File: src/rtl/cdb_arbiter.sv
// cdb_arbiter: shares the common data bus among RS/ALU, load buffer, branch.
// Optional build macro CDB_ARB_FIXED_PRIO_EN selects fixed priority.
module cdb_arbiter #(
    parameter int NREQ       = 3,
    parameter int ROB_WIDTH  = 4,
    parameter int DATA_WIDTH = 32
) (
    input  logic                       clk_in,
    input  logic                       rst_in,
    input  logic                       rdy_in,
    input  logic                       flush_in,
    input  logic [NREQ-1:0]            req_valid_in,
    input  logic [NREQ*ROB_WIDTH-1:0]  req_tag_in,
    input  logic [NREQ*DATA_WIDTH-1:0] req_data_in,
    output logic [NREQ-1:0]            req_ready_out,
    output logic                       cdb_en_out,
    output logic [ROB_WIDTH-1:0]       cdb_tag_out,
    output logic [DATA_WIDTH-1:0]      cdb_data_out,
    output logic [1:0]                 cdb_src_out
);

    logic [NREQ-1:0]       slot_valid;
    logic [ROB_WIDTH-1:0]  slot_tag  [NREQ];
    logic [DATA_WIDTH-1:0] slot_data [NREQ];
    logic [NREQ-1:0]       grant;
    logic [1:0]            gidx;
    logic [1:0]            idx;
`ifndef CDB_ARB_FIXED_PRIO_EN
    logic [1:0]            ptr;
    logic [2:0]            sum;
`endif

    // Pick the first valid slot, starting at ptr (or at 0 for fixed prio).
    always_comb begin
        grant = '0;
        gidx  = '0;
        idx   = '0;
`ifndef CDB_ARB_FIXED_PRIO_EN
        sum   = '0;
`endif
        for (int k = 0; k < NREQ; k++) begin
`ifdef CDB_ARB_FIXED_PRIO_EN
            idx = 2'(k);
`else
            sum = {1'b0, ptr} + 3'(k);
            if (sum >= 3'(NREQ)) begin
                sum = sum - 3'(NREQ);
            end
            idx = sum[1:0];
`endif
            if (slot_valid[idx] && (grant == '0)) begin
                grant[idx] = 1'b1;
                gidx       = idx;
            end
        end
    end

    // A slot accepts when empty or being drained on this same edge.
    always_comb begin
        req_ready_out = '0;
        if (!rst_in) begin
            req_ready_out = {NREQ{rdy_in & ~flush_in}}
                          & (~slot_valid | grant);
        end
    end

    // Slot fill/drain, broadcast register and pointer update.
    always_ff @(posedge clk_in or posedge rst_in) begin
        if (rst_in) begin
            slot_valid   <= '0;
            cdb_en_out   <= 1'b0;
            cdb_tag_out  <= '0;
            cdb_data_out <= '0;
            cdb_src_out  <= '0;
`ifndef CDB_ARB_FIXED_PRIO_EN
            ptr          <= '0;
`endif
            for (int i = 0; i < NREQ; i++) begin
                slot_tag[i]  <= '0;
                slot_data[i] <= '0;
            end
        end else if (rdy_in) begin
            if (flush_in) begin
                slot_valid <= '0;
                cdb_en_out <= 1'b0;
`ifndef CDB_ARB_FIXED_PRIO_EN
                ptr        <= '0;
`endif
            end else begin
                for (int i = 0; i < NREQ; i++) begin
                    if (grant[i]) begin
                        slot_valid[i] <= 1'b0;
                    end
                    if (req_valid_in[i] && req_ready_out[i]
                        && (req_tag_in[i*ROB_WIDTH +: ROB_WIDTH] != '0)) begin
                        slot_valid[i] <= 1'b1;
                        slot_tag[i]   <= req_tag_in[i*ROB_WIDTH +: ROB_WIDTH];
                        slot_data[i]  <= req_data_in[i*DATA_WIDTH +: DATA_WIDTH];
                    end
                end
                if (grant != '0) begin
                    cdb_en_out   <= 1'b1;
                    cdb_tag_out  <= slot_tag[gidx];
                    cdb_data_out <= slot_data[gidx];
                    cdb_src_out  <= gidx;
`ifndef CDB_ARB_FIXED_PRIO_EN
                    ptr <= (gidx == 2'(NREQ-1)) ? 2'd0 : gidx + 2'd1;
`endif
                end else begin
                    cdb_en_out <= 1'b0;
                end
            end
        end
    end

endmodule
File: config.mk
export PLATFORM = sky130hd
export DESIGN_NAME = cdb_arbiter
export DESIGN_NICKNAME = d
export VERILOG_FILES = /design/src/rtl/cdb_arbiter.sv
export SDC_FILE = /design/constraint.sdc
export NUM_CORES = 1
export LEC_CHECK = 0
export CORE_MARGIN = 2
export CORE_UTILIZATION = 30
export CTS_CLUSTER_SIZE = 40
export DETAILED_ROUTE_END_ITERATION = 6
export GPL_ROUTABILITY_DRIVEN = 0
export SYNTH_ARGS = -nofsm -noshare
export SYNTH_HDL_FRONTEND = slang
export SYNTH_SLANG_ARGS = --single-unit
File: constraint.sdc
create_clock -name clk_in -period 6.5 [get_ports clk_in]
set_clock_uncertainty 0.15 [all_clocks]
set_input_delay 0.975 -clock clk_in [delete_from_list [all_inputs] [get_ports clk_in]]
set_output_delay 0.975 -clock clk_in [all_outputs]
set_load 0.02 [all_outputs]
==> results of run 1 <==
## power breakdown
group	switching, mW	total, mW	leakage [nW]	internal (mW)
clock network	0.395	1.04	0.285	0.640
logic	0.778	1.51	1.61	0.732
registers	0.226	1.56	1.86	1.34
## worst max-delay path: stages (launching register included)
cell and delay [ns]:
dfrtp_1 0.39, inv_1 0.10, ha_1 0.49, mux2_4 0.38, o21ai_0 0.17, mux2_2 0.38, a311oi_4 0.48, nor2_1 0.10
clkdlybuf4s50_1 0.55
## final cells by class
class | instances | area, um^2 | share of cell area (%)
multi-input combinational | 353 | 2900 | 31.0
tap | 285 | 357 | 3.81
inverter | 17 | 67.6 | 0.723
sequential | 152 | 3800 | 40.7
timing repair buffer | 163 | 1610 | 17.3
clock buffer | 19 | 433 | 4.63
clock inverter | 12 | 178 | 1.90
## stage by stage
| stage | utilization, % | hold slack [ns] | std cells |
|---|---|---|---|
| floorplan | - | 0.307 | 555 |
| global placement | 38.5 | 0.318 | 970 |
| detailed placement | 38.5 | 0.324 | 970 |
| CTS | 41.2 | 0.341 | 1001 |
| global route | 41.2 | 0.362 | 1001 |
| finish | 41.2 | 0.338 | 1001 |
## placed cells by master (no fill, tap or decap), types with 2 or more instances in the layout
master	n
o22ai_1	3
bufinv_16	4
buf_4	7
clkinvlp_4	5
o21ai_0	6
nand2b_1	5
nand2_1	50
o32ai_1	4
inv_1	16
clkinv_2	2
o211ai_1	36
clkbuf_1	2
a21oi_1	4
mux2i_1	38
o41ai_1	3
mux2_1	6
clkdlybuf4s50_1	156
ha_1	4
clkinv_4	2
and3b_1	2
mux2_2	92
nor3_4	2
a21o_1	3
nor4bb_1	2
nand3b_1	4
nor2_1	10
clkbuf_16	17
and2_1	2
o31ai_1	2
a221o_1	3
a22o_1	4
a31oi_1	2
nor2b_1	3
dfrtp_1	152
nand3_1	38
o2bb2ai_1	4
## registers in the layout, summed over array words and instances (netlist names)
register and cells:
cdb_src_out 2, cdb_en_out 1, cdb_tag_out 4, slot_tag 12, slot_valid 3, cdb_data_out 32, slot_data 96, ptr 2
## path summary, 6_finish.rpt
check,startpoint,endpoint,slack (ns)
max in group asynchronous,rst_in,cdb_data_out[14]$_DFFE_PP0P_,4.02
worst max register to register,ptr[0]$_DFFE_PP0P_,slot_data[75]$_DFFE_PP0P_,2.43
worst min register to register,slot_data[52]$_DFFE_PP0P_,slot_data[52]$_DFFE_PP0P_,0.34
min in group asynchronous,rst_in,cdb_en_out$_DFFE_PP0P_,0.88
worst min-delay path,slot_data[52]$_DFFE_PP0P_,slot_data[52]$_DFFE_PP0P_,0.34
worst max-delay path,ptr[0]$_DFFE_PP0P_,req_ready_out[1],1.91
## cells by family after synthesis
logic type	share of synthesized area, %
mux	21.6
buf+inv	3.77
compound gates	10.1
simple gates	9.04
fa+ha+maj	0.721
flops	54.8
## metal layers
layer | GRT usage, % | vias to the layer above
met1 | 20.9 | 2472
met4 | 3.93 | 0
li1 | - | 2311
met3 | 4.56 | 14
met2 | 26.5 | 136
met5 | 0 | -
==> metrics.csv, run 1 <==
metric,value,unit
Area growth syn-to-layout,34.6,%
Rows,55,
ant diodes,0,
initial antenna violation count,0,
worst hold stages,1,
Post-DP Area,8740,um^2
met2 WL,8990,um
Worst Path Required,5.37,ns
Max Freq,218,MHz
post-synth top area share,54.8,%
Die H,156,um
Place WS,1.94,ns
Gate Count Post-Synth,555,
root buffer cell,clkbuf_16,
async set-reset flop share out of synthesis,100,%
CP Capture Type,primary output,
core area,22700,um^2
layout cells sized above 1,20.0,%
DR WL met3,970,um
final setup margin,1.91,ns
die area,24400,um^2
WL met1,8380,um
max cap viols,0,
max-slew violations,0,
Critical Path Start Type,flop,
synthesized area,6950,um^2
most frequent cells after synthesis,"152 x dfrtp_1, 92 x mux2_2, 50 x nand2_1",
Worst-Margin Slew,1.05,ns
"area leader, netlist",dfrtp_1,
Critical Path AT,3.47,ns
Max Buffers Root-to-Sink,2,
First DRT Iteration DRCs,250,
RSZ-0062 raised after global routing,no,
setup TNS,0,ns
gr ovfl total,0,
number of global-route vias before repair,5374,
CTS Hold Bufs,0,
crit path max fanout,16,
fillers,2217,
Port Buf Inserts,156,
first-pass GRT wire length,29800,um
largest net degree at the start of global routing,69,
CTS Sinks,152,
critical path type,reg -> out,
final instance area,9350,um^2
sequential area share after synthesis,54.8,%
Final period util,70.6,%
clock-pin slew on the worst setup and hold paths,0.06,ns
WL final,18600,um
Pwr Total,4.11,mW
Top Layer Used,met4,
Leak,3.76,nW
Die Wd,156,um
Detail Placement HPWL,12500,um
synthesis warning total,0,
Vias per Instance,4.93,
Syn Nets,674,
reg2reg path depth,9,
Worst VDD drop,0.174,mV
Skew-Pair Late Insertion Delay,0.42,ns
post-CTS setup buffer count,0,
Slew headroom,29.8,%
H-tree levels,4,
Final Hold Fails,0,
cts bufs inserted,17,
GRT Overall Usage,16.1,%
Mean Syn Cell Area,12.5,um^2
post-CTS resize count,0,
most frequent cell after synthesis,dfrtp_1,
main area contributors after synthesis,"dfrtp_1 55%, mux2_2 15%, mux2i_1 5.5%, o211ai_1 3.9%, nand3_1 2.7%",
# setup viols final,0,
min-delay worst type,reg -> reg,
Initial Util,30.6,%
#FFs+latches synth,152,
ANT nets after route,0,
WL per Instance,18.5,um
1st-pass router iterations,4,
vias after detailed routing,4933,
status,finished clean,
# DRC,0,
Final min period,4.59,ns
io pins,157,
"EDFF count, synth",0,
CTS tree,done,
Synth cell types,50,
pwr/cell area,440,nW/um^2
top_reg_cell synth,dfrtp_1,
nets,823,
Note: power is estimated with default switching activity, not from simulation.
==> run 2: changes to the inputs <==
==> constraint.sdc (replaced) <==
create_clock -name clk_in -period 4.21 [get_ports clk_in]
set_clock_uncertainty 0.15 [all_clocks]
set_input_delay 0.6315 -clock clk_in [delete_from_list [all_inputs] [get_ports clk_in]]
set_output_delay 0.6315 -clock clk_in [all_outputs]
set_load 0.02 [all_outputs]
==> metrics.csv, run 2 (synthesized netlist as in run 1, its figures left out) <==
metric,value,unit,change
status,finished clean,,
CTS tree,done,,
Max Freq,253,MHz,
cts bufs inserted,17,,unchanged
min-delay worst type,reg -> reg,,
"most common cell after layout, fill and taps aside",clkdlybuf4s50_1,,
GRT Overall Usage,15.8,%,-0.26 points
die area,24400,um^2,unchanged
largest registers,"slot_data: 96 flops, cdb_data_out: 32 flops, slot_tag: 12 flops",,
Hold WS,0.326,ns,-0.0117 ns
Leak,3.83,nW,+1.9%
CTS Sinks,152,,unchanged
Rows,55,,unchanged
# setup viols final,0,,unchanged
post-CTS setup buffer count,0,,unchanged
Biggest register,slot_data,,
Critical Path AT,3.18,ns,-0.29 ns
CP Capture Type,primary output,,
WL met1,8470,um,+1.1%
gr ovfl total,0,,unchanged
Vias per Instance,4.90,,-0.51%
post-CTS resize count,0,,unchanged
1st-pass router iterations,4,,unchanged
io pins,157,,unchanged
initial antenna violation count,0,,unchanged
Critical path origin,ptr[1]$_DFFE_PP0P_,,
crit path max fanout,17,,+1
Max Buffers Root-to-Sink,2,,unchanged
Final min period,3.96,ns,
core area,22700,um^2,unchanged
ant diodes,0,,unchanged
Place WS,0.595,ns,-1.35 ns
clock power share,24.9,%,-0.3 points
Final period util,94.0,%,
vias after detailed routing,4947,,+0.28%
Worst-Margin Slew,0.963,ns,-0.0898 ns
critical path type,reg -> out,,
Slew headroom,35.7,%,+5.8 points
CTS Hold Bufs,0,,unchanged
Sw Ratio,34.8,%,+0.73 points
Flop pwr share,37.8,%,-0.3 points
Port Buf Inserts,156,,unchanged
Die H,156,um,unchanged
Initial Util,30.6,%,unchanged
final setup margin,0.252,ns,-1.66 ns
max-slew violations,0,,unchanged
pwr/cell area,677,nW/um^2,+54%
max cap viols,0,,unchanged
Detail Placement HPWL,12200,um,-2.7%
WL final,18300,um,-1.1%
clock-pin slew on the worst setup and hold paths,0.06,ns,about the same
Skew-Pair Late Insertion Delay,0.43,ns,about the same
# DRC,0,,unchanged
"commonest non-fill, non-tap cells in the layout","156 x clkdlybuf4s50_1, 152 x dfrtp_1, 92 x mux2_2, 50 x nand2_1",,
Combinational Power Share,37.3,%,+0.5 points
WL per Instance,18.2,um,-1.9%
hold_sp,cdb_src_out[0]$_DFFE_PP0P_,,
nets,830,,+0.85%
root buffer cell,clkbuf_16,,
First DRT Iteration DRCs,244,,-2.4%
met2 WL,8580,um,-4.6%
Area growth syn-to-layout,36.2,%,
Worst VDD drop,0.320,mV,+83%
Final Hold Fails,0,,unchanged
max reg flops,96,,unchanged
largest net degree at the start of global routing,153,,+120%
ANT nets after route,0,,unchanged
DR WL met3,967,um,-0.31%
layout cells sized above 1,22.0,%,+2.0 points
net switching power,2.23,mW,+59%
RSZ-0062 raised after global routing,no,,
Pint,4.18,mW,+54%
RR Startpoint,ptr[1]$_DFFE_PP0P_,,
Die Wd,156,um,unchanged
first-pass GRT wire length,29300,um,-1.6%
Top Layer Used,met4,,
Worst Path Required,3.43,ns,-1.94 ns
H-tree levels,4,,unchanged
Critical Path Start Type,flop,,
number of global-route vias before repair,5346,,-0.52%
## run 2: cell types whose count changed in the layout (fill, tap and decap cells not counted), moves of 3 or more
cell | before | now
inv_6 | 0 | 4
mux2_4 | 1 | 6
buf_12 | 0 | 3
mux2_1 | 6 | 1
buf_4 | 7 | 11
## run 2: worst max-delay path, cell delays in order (launching register included)
cell and delay, ns:
dfrtp_1 0.40, inv_1 0.10, ha_1 0.50, and3b_1 0.34
mux2_2 0.36, o221a_2 0.33, nor2_1 0.10, clkdlybuf4s50_1 0.62
## run 2: area by class of cell
| type | count | area [um^2] |
|---|---|---|
| flip-flops and latches | 152 | 3800 |
| repair buffers | 170 | 1700 |
| fillers | 2162 | 13200 |
| multi-input cells | 353 | 2920 |
| inverters | 17 | 67.6 |
| clock buffers | 19 | 453 |
| well taps | 285 | 357 |
| clock inverters | 13 | 159 |
## run 2: worst paths after layout
path                                               to  slack [ns]  depth (start not counted)
min in group asynchronous   slot_data[59]$_DFFE_PP0P_        0.72                          3
setup reg to reg            slot_data[53]$_DFFE_PP0P_        0.78                         10
hold reg to reg            cdb_src_out[0]$_DFFE_PP0P_        0.33                          2
hold / removal             cdb_src_out[0]$_DFFE_PP0P_        0.33                          2
max in group asynchronous   slot_data[37]$_DFFE_PP0P_        2.62                          3
setup / recovery                     req_ready_out[0]        0.25                          7
## run 2: power by group through the flow
| stage | registers (mW) | logic [mW] | clock network [mW] |
|---|---|---|---|
| 2_1_floorplan | 2.53 | 1.39 | 0 |
| 3_3_place_gp | 2.44 | 2.38 | 0 |
| 3_5_place_dp | 2.44 | 2.42 | 0 |
| 4_1_cts | 2.42 | 2.43 | 1.64 |
| 5_1_grt | 2.50 | 2.60 | 1.70 |
| 6_report | 2.42 | 2.39 | 1.60 |
## run 2: through the flow
stage | util, % | setup TNS (ns) | power (mW) | std cells | cell area, um^2
floorplan | - | -11.02 | 3.92 | 555 | 6970
global placement | 39.0 | 0 | 4.82 | 977 | 8850
finish | 41.7 | 0 | 6.41 | 1009 | 9460
CTS | 41.6 | 0 | 6.49 | 1009 | 9460
detailed placement | 39.0 | 0 | 4.87 | 977 | 8850
global route | 41.7 | 0 | 6.80 | 1009 | 9460
## run 2: routing by layer
layer	GRT usage, %	vias to the layer above
met1	20.3	2447
met2	25.8	141
met4	5.46	0
met3	4.19	28
met5	0	-
li1	-	2331
==> run 3: changes to the inputs <==
--- a/config.mk
+++ b/config.mk
@@ -6,10 +6,11 @@
 export NUM_CORES = 1
 export LEC_CHECK = 0
 export CORE_MARGIN = 2
-export CORE_UTILIZATION = 30
+export CORE_UTILIZATION = 38
 export CTS_CLUSTER_SIZE = 40
 export DETAILED_ROUTE_END_ITERATION = 6
 export GPL_ROUTABILITY_DRIVEN = 0
+export PLACE_DENSITY = 0.66
 export SYNTH_ARGS = -nofsm -noshare
 export SYNTH_HDL_FRONTEND = slang
 export SYNTH_SLANG_ARGS = --single-unit
==> metrics.csv, run 3 (synthesized netlist as in run 1, its figures left out) <==
metric,value,unit,change
Critical Path AT,3.30,ns,+0.12 ns
largest registers,"slot_data: 96 flops, cdb_data_out: 32 flops, slot_tag: 12 flops",,
Vias per Instance,5.33,,+8.7%
initial antenna violation count,0,,unchanged
CP max stage delay,0.55,ns,-0.07 ns
register area,3800,um^2,unchanged
first-pass GRT wire length,29500,um,+0.57%
number of global-route vias before repair,5591,,+4.6%
Skew-Pair Late Insertion Delay,0.42,ns,about the same
Combinational Power Share,37.6,%,+0.3 points
cts bufs inserted,17,,unchanged
pwr/cell area,677,nW/um^2,about the same
io pins,157,,unchanged
1st-pass router iterations,5,,+1
"most common cell after layout, fill and taps aside",clkdlybuf4s50_1,,
CTS Hold Bufs,0,,unchanged
Flop pwr share,38.6,%,+0.8 points
Die Wd,139,um,-11%
ANT nets after route,0,,unchanged
CP Cell Sequence,"inv_1, ha_2, mux2_4, o21ai_0, mux2_2, a311oi_4, nor2_1, clkdlybuf4s50_1",,
nets,830,,unchanged
fillers,1550,,-28%
Final period util,97.0,%,+3.0 points
Worst Path Required,3.43,ns,about the same
clock-pin slew on the worst setup and hold paths,0.06,ns,about the same
CTS tree,done,,
vias after detailed routing,5078,,+2.6%
Pint,4.12,mW,-1.5%
Initial Util,38.7,%,+8.1 points
Die H,139,um,-11%
Final min period,4.09,ns,+0.127 ns
area of the multi-input gates,2920,um^2,about the same
Worst-Margin Slew,1.17,ns,+0.208 ns
Rows,49,,-11%
Sw Ratio,34.7,%,-0.046 points
"CP delay by family, top",multiplexers,,
Post-DP Area,8740,um^2,-1.2%
root buffer cell,clkbuf_16,,
die area,19400,um^2,-21%
net switching power,2.19,mW,-1.7%
Max Buffers Root-to-Sink,2,,unchanged
CP Capture Type,primary output,,
gr ovfl total,0,,unchanged
WL final,18000,um,-1.7%
WL per Instance,18.9,um,+4.1%
min-delay worst type,reg -> reg,,
crit path max fanout,16,,-1
Port Buf Inserts,156,,unchanged
CTS Sinks,152,,unchanged
# setup viols final,0,,unchanged
First DRT Iteration DRCs,416,,+70%
GRT Overall Usage,19.2,%,+3.4 points
# DRC,0,,unchanged
Final Hold Fails,0,,unchanged
max reg flops,96,,unchanged
Worst VDD drop,0.361,mV,+13%
CP Buf/Inv Count,2,,unchanged
Detail Placement HPWL,12200,um,+0.60%
CP max-delay cell,clkdlybuf4s50_1,,
"commonest non-fill, non-tap cells in the layout","156 x clkdlybuf4s50_1, 152 x dfrtp_1, 92 x mux2_2, 50 x nand2_1",,
Slew headroom,21.9,%,-14 points
RSZ-0062 raised after global routing,no,,
final core utilization,51.9,%,+10 points
Area growth syn-to-layout,34.2,%,
critical path type,reg -> out,,
clock power share,23.8,%,-1.1 points
status,finished clean,,
max cap viols,0,,unchanged
final instance area,9320,um^2,-1.5%
Max Freq,245,MHz,-3.1%
H-tree levels,4,,unchanged
Leak,3.80,nW,-0.95%
max-slew violations,0,,unchanged
Biggest register,slot_data,,
Critical Path Start Type,flop,,
largest net degree at the start of global routing,93,,-39%
layout cells sized above 1,21.7,%,-0.28 points
core area,18000,um^2,-21%
Pwr Total,6.31,mW,-1.5%
ant diodes,0,,unchanged
post-CTS setup buffer count,0,,unchanged
[run 3: cell types whose count changed in the layout (fill, tap and decap cells not counted), sizes merged]
cell      delta
inv          -3
clkinv       +2
clkinvlp     +1
[run 3: power groups by stage]
stage               clock [mW]  combinational [mW]  sequential, mW
floorplan                    0                1.39            2.53
global placement             0                2.31            2.42
detailed placement           0                2.37            2.45
CTS                       1.53                2.39            2.43
global route              1.60                2.57            2.51
finish                    1.50                2.37            2.43
[run 3: what timing repair did]
| action | 4_1_cts | 5_1_grt |
|---|---|---|
| setup endpoints to repair | 1 | 1 |
| pin swaps | 0 | 1 |
| resized for setup | 1 | 1 |
[run 3: metrics by stage]
stage	TNS [ns]	hold slack (ns)	setup slack [ns]	cells
6_report	0	0.341	0.125	953
5_1_grt	0	0.351	0.00178	953
4_1_cts	0	0.343	0.0534	953
3_5_place_dp	0	0.329	0.400	921
3_3_place_gp	0	0.312	0.461	921
2_1_floorplan	-11.02	0.307	-0.456	555
[run 3: worst paths after layout]
kind | start | endpoint | slack, ns | cells past startpoint
min in group asynchronous | rst_in | slot_data[59]$_DFFE_PP0P_ | 0.71 | 3
worst max-delay path | ptr[0]$_DFFE_PP0P_ | req_ready_out[1] | 0.12 | 8
worst min register to register | slot_data[66]$_DFFE_PP0P_ | slot_data[66]$_DFFE_PP0P_ | 0.34 | 1
worst min-delay path | slot_data[66]$_DFFE_PP0P_ | slot_data[66]$_DFFE_PP0P_ | 0.34 | 1
max in group asynchronous | rst_in | slot_data[14]$_DFFE_PP0P_ | 1.53 | 4
worst max register to register | ptr[0]$_DFFE_PP0P_ | cdb_data_out[12]$_DFFE_PP0P_ | 0.85 | 9
[run 3: cell type report]
| type | instances | share of cell area [%] |
|---|---|---|
| clock buffers | 19 | 4.64 |
| well taps | 229 | 3.07 |
| multi-input cells | 353 | 31.3 |
| clock inverters | 13 | 1.56 |
| inverters | 17 | 0.725 |
| repair buffers | 170 | 17.9 |
| flip-flops and latches | 152 | 40.8 |
[run 3: metal layers]
metal | vias to the layer above | wire (um) | track usage (%) | part of all wire (%)
li1 | 2329 | - | - | -
met1 | 2549 | 7750 | 24.1 | 43
met2 | 171 | 8900 | 32.5 | 49
met3 | 29 | 1070 | 5.18 | 5.9
met4 | 0 | 320 | 6.27 | 1.8
met5 | - | 0 | 0 | 0
